## config.mk

```make
export PLATFORM = sky130hd
export DESIGN_NAME = piso_stream
export DESIGN_NICKNAME = d
export VERILOG_FILES = /design/src/rtl/piso_stream.sv
export SDC_FILE = /design/constraint.sdc
export NUM_CORES = 1
export LEC_CHECK = 0
export BUFFER_PORTS_ARGS = -buffer_cell sky130_fd_sc_hd__buf_2
export CORE_MARGIN = 2
export CORE_UTILIZATION = 50
export CTS_CLUSTER_DIAMETER = 100
export DETAILED_ROUTE_END_ITERATION = 12
export PLACE_DENSITY = 0.78
export SLEW_MARGIN = 20
export SYNTH_ARGS = -nofsm -noshare
export SYNTH_HDL_FRONTEND = slang
export SYNTH_SLANG_ARGS = --single-unit
export TNS_END_PERCENT = 5
```

## constraint.sdc

```tcl
create_clock -name clk_in -period 1.8 [get_ports clk_in]
set_input_delay 0.36 -clock clk_in [delete_from_list [all_inputs] [get_ports clk_in]]
set_output_delay 0.36 -clock clk_in [all_outputs]
set_load 0.02 [all_outputs]
```

## src/rtl/piso_stream.sv

```systemverilog
// piso_stream: parallel-in/serial-out shifter with a valid/ready load
// handshake, programmable bit period (CLK_DIV), selectable bit order and a
// one-cycle completion pulse.
//
// Optional build macro: PISO_STREAM_CAPTURE_EN
//   Adds serial_in / r_capture_out for full-duplex use. serial_in is sampled
//   at every bit sample point and the assembled word is published in the
//   DONE cycle.

module piso_stream #(
    parameter int   SIZE       = 8,     // word width, 2..64
    parameter int   CLK_DIV    = 1,     // clk_in cycles per serial bit, 1..256
    parameter int   LSB_FIRST  = 0,     // 0: MSB first, 1: LSB first
    parameter logic IDLE_LEVEL = 1'b0   // line level when no word is shifting
) (
    input  logic            clk_in,
    input  logic            reset_in,
    input  logic [SIZE-1:0] data_in,
    input  logic            valid_in,
    output logic            ready_out,
    output logic            r_data_out,
    output logic            shift_strobe_out,
    output logic            busy_out,
    output logic            done_out
`ifdef PISO_STREAM_CAPTURE_EN
    ,
    input  logic            serial_in,
    output logic [SIZE-1:0] r_capture_out
`endif
);

    localparam int BIT_W = $clog2(SIZE + 1);
    localparam int DIV_W = $clog2(CLK_DIV + 1);

    localparam logic [BIT_W-1:0] BIT_LAST = BIT_W'(SIZE - 1);
    localparam logic [DIV_W-1:0] DIV_LAST = DIV_W'(CLK_DIV - 1);

    // With CLK_DIV=1 every bit period is a single cycle, so each freshly
    // loaded bit is also its own sample point.
    localparam logic STROBE_ON_LOAD = (CLK_DIV == 1);

    localparam logic [1:0] S_IDLE  = 2'd0;
    localparam logic [1:0] S_SHIFT = 2'd1;
    localparam logic [1:0] S_DONE  = 2'd2;

    logic [1:0]       state;
    logic [SIZE-1:0]  shreg;
    logic [BIT_W-1:0] bit_cnt;
    logic [DIV_W-1:0] div_cnt;

    // Next bit to transmit, taken from the end selected by the bit order.
    function automatic logic first_bit(input logic [SIZE-1:0] word);
        if (LSB_FIRST != 0) return word[0];
        else                return word[SIZE-1];
    endfunction

    // Word with its transmitted bit removed, next bit moved to the exit end.
    function automatic logic [SIZE-1:0] drop_bit(input logic [SIZE-1:0] word);
        if (LSB_FIRST != 0) return word >> 1;
        else                return word << 1;
    endfunction

    // ready/busy are decoded straight from the state register, so they carry
    // no combinational path from any input.
    assign ready_out = (state == S_IDLE);
    assign busy_out  = (state != S_IDLE);

    // Control FSM, bit/divider counters and the registered serial outputs.
    always_ff @(posedge clk_in) begin
        // NOTE: all state here uses non-blocking assignments so every
        // register samples the pre-edge values of the others.
        if (reset_in) begin
            state            <= S_IDLE;
            shreg            <= '0;
            bit_cnt          <= '0;
            div_cnt          <= '0;
            r_data_out       <= IDLE_LEVEL;
            shift_strobe_out <= 1'b0;
            done_out         <= 1'b0;
        end else begin
            shift_strobe_out <= 1'b0;
            done_out         <= 1'b0;
            case (state)
                S_IDLE: begin
                    if (valid_in) begin
                        state            <= S_SHIFT;
                        r_data_out       <= first_bit(data_in);
                        shreg            <= drop_bit(data_in);
                        bit_cnt          <= '0;
                        div_cnt          <= '0;
                        shift_strobe_out <= STROBE_ON_LOAD;
                    end
                end
                S_SHIFT: begin
                    if (div_cnt == DIV_LAST) begin
                        div_cnt <= '0;
                        if (bit_cnt == BIT_LAST) begin
                            state      <= S_DONE;
                            r_data_out <= IDLE_LEVEL;
                            done_out   <= 1'b1;
                        end else begin
                            bit_cnt          <= bit_cnt + BIT_W'(1);
                            r_data_out       <= first_bit(shreg);
                            shreg            <= drop_bit(shreg);
                            shift_strobe_out <= STROBE_ON_LOAD;
                        end
                    end else begin
                        div_cnt          <= div_cnt + DIV_W'(1);
                        shift_strobe_out <= ((div_cnt + DIV_W'(1)) == DIV_LAST);
                    end
                end
                S_DONE: begin
                    state <= S_IDLE;
                end
                default: begin
                    state <= S_IDLE;
                end
            endcase
        end
    end

`ifdef PISO_STREAM_CAPTURE_EN
    logic [SIZE-1:0] cap_shreg;
    logic [SIZE-1:0] cap_next;

    // Capture shift register with serial_in inserted in transmit bit order.
    always_comb begin
        // NOTE: a default assignment first keeps this block free of latches.
        cap_next = cap_shreg;
        if (LSB_FIRST != 0) cap_next = {serial_in, cap_shreg[SIZE-1:1]};
        else                cap_next = {cap_shreg[SIZE-2:0], serial_in};
    end

    // Sample serial_in at each sample point; publish the word on the last one.
    always_ff @(posedge clk_in) begin
        if (reset_in) begin
            cap_shreg     <= '0;
            r_capture_out <= '0;
        end else if (shift_strobe_out) begin
            cap_shreg <= cap_next;
            if ((state == S_SHIFT) && (bit_cnt == BIT_LAST))
                r_capture_out <= cap_next;
        end
    end
`endif

endmodule

```

==> metrics.txt <==
slowest CP cell dfxtp_1; fmax 673 MHz; FILL cells 125; Avg Inst Size Synth 8.73 sq um; top sig layer met4; RSZ-0062 raised after global routing no; routed length on met1 677 microns; htree depth 1; met3 WL 79 microns; Syn Inst Count 83; postcts setup bufs 0; wirelength, routed 1480 microns; Power, Total around 0.00073 W; full die area 0.00177 sq mm; main area contributors after synthesis dfxtp_1 44%, a21oi_1 7.6%, a311oi_1 7.3%; Tmin final about 1.5 ns; cell with the most instances after synthesis dfxtp_1; hold buffers post-CTS 0; Crit path required time 1.44 ns; Inserted Clock Buffers 3; setup ws final 0.314 ns; CP Max Fanout 8; die span in x roughly 42 microns; flops & latches, synth 16; Core Box Area about 0.0013 sq mm; Initial Util 0.543; status finished, final reports clean; CTS tree yes; Avg Vias per Cell slightly below 6; Worst Tran Pin Value about 0.35 ns; Synth cell types 29; Post-synth EDFFs 0; Slew Limit Fails 0; Slew HR 0.766; CTS sink count 16; largest family of logic cells by synthesized area compound AO/OA/AOI/OAI gates; pwr dens just under 900 mW/mm^2; Synth Net Count 95; Routed met2 length 692 microns; top_reg_cell synth dfxtp_1; Critical Path AT 1.13 ns; Clock Skew around 0.0073 ns; R2R depth 3; Max-cap violations 0; antenna-violating nets left 0; layout cells sized above 1 0.242; drt first pass iters 4; Placed Cells 110; Fin. Hold Viols 0; Hold Slack 0.311 ns; clk root buf clkbuf_4; worst setup path class flip-flop to output port; Yosys top cell by area dfxtp_1; Total GRT Usage 0.178; DIE HEIGHT 42.1 microns; global route overflow 0; VDD IR max 0.590 mV; worst skew pair latency approximately 0.30 ns; Finish-stage setup viols 0; post_cts resized 0; post-synthesis adder-cell area fraction 0.0173; Leak between 0.3 and 0.4 nW; CP Launch Type flip-flop; initial antenna violation count 0; DR WL/cell around 13 microns; register area share after synthesis 0.442; Post-synth top cells 16 x dfxtp_1, 13 x nand2_1, 11 x a21oi_1; io pins 16; Synth top area share 0.442; vias in the first global route 574; IO Port Bufs 15; nets 112; Area Growth Syn to Fin 16.4%; pre-CTS setup slack 0.354 ns; largest net degree at the start of global routing 18; Vias 666; setup TNS 0 ns; Iter 0 DRT Violations 12; element type at the critical path end output port; final RePlAce weighted congestion 0.760; Cell Chain, Critical Path nor2_1 -> inv_1 -> buf_2; mapped cell area 724 sq um; # diodes 0; hpwl dp 1000 microns; Synth warnings 0; fin cells about 110; clk slew on worst S/H paths around 0.1 ns; maximum root-to-sink buffer count 2; final period utilization 0.826; Synth Area in Compound Gates 0.252; CP max stage delay 0.50 ns; FFs w/ async S/R, synth 0; DRC violations left 0; Synth Area in XOR/XNOR 0; Hold Path Class primary input to flip-flop; simple-gate share of the synthesized area 0.237; first-pass GRT wire length 2430 microns; hold path depth 3; multiplexer share of the synthesized area 0; row count 13
[cells by family (layout without fill, tap and decap cells)]
| logic type | after synthesis | count (layout) |
|---|---|---|
| and+or+nand+nor | 33 | 33 |
| adders and majority gates | 1 | 1 |
| DFF | 16 | 16 |
| buffers and inverters | 7 | 23 |
| AOI/OAI and AO/OA | 26 | 26 |
[cells in the final DEF (no fill, tap or decap), types with 2 or more instances in the layout]
cell type,synthesis,layout
clkbuf_4,0,3
buf_4,0,3
nor3_1,2,2
a211oi_1,2,2
nand2_1,13,13
dfxtp_1,16,16
o21ai_0,2,2
buf_2,3,15
a21oi_1,11,11
nor2_1,5,5
nand3_1,2,2
a311oi_1,6,6
nand2b_1,2,2
[state kept, by name (all words and copies together), names as in the netlist]
name	flops
shift_strobe_out	1
r_data_out	1
bit_cnt	4
state	2
done_out	1
shreg	7
[power by group]
part	switching [W]	internal (W)	total [W]
logic	0.0000557	0.0000412	0.0000969
clock network	0.000126	0.000124	0.000249
registers	0.0000130	0.000374	0.000387
[path summary, 6_finish.rpt]
path | to | slack (ns) | start
worst max-delay path | busy_out | 0.31 | state[0]$_SDFFE_PP0P_
worst min register to register | shreg[4]$_SDFFE_PP0P_ | 0.49 | shreg[3]$_SDFFE_PP0P_
worst max register to register | bit_cnt[0]$_SDFFE_PP0P_ | 0.32 | state[0]$_SDFFE_PP0P_
worst min-delay path | shreg[7]$_SDFFE_PP0P_ | 0.31 | data_in[6]
[area by class of cell]
cell class	instances	area (sq um)	area share
Multi-Input combinational cell	60	367	0.435
Sequential cell	16	320	0.380
Inverter	1	3.75	0.00445
Timing Repair Buffer	18	97.6	0.116
Clock buffer	4	36.3	0.0430
Tap cell	15	18.8	0.0223
[per-layer routing]
metal | vias up | track usage
li1 | 338 | -
met1 | 301 | 0.225
met2 | 22 | 0.291
met3 | 5 | 0.0259
met4 | 0 | 0.0938
met5 | - | 0
[through the flow]
stage                util  instance area (sq um)
floorplan               -                    724
global placement    0.605                    807
detailed placement  0.605                    807
CTS                 0.632                    843
global route        0.632                    843
finish              0.632                    843
[critical path, delay by kind of cell, from the launching register on]
family        cells  cell delay (ns)
flops             1             0.50
simple gates      1             0.12
buf+inv           2             0.21
Power figures use the tool's default switching activity.
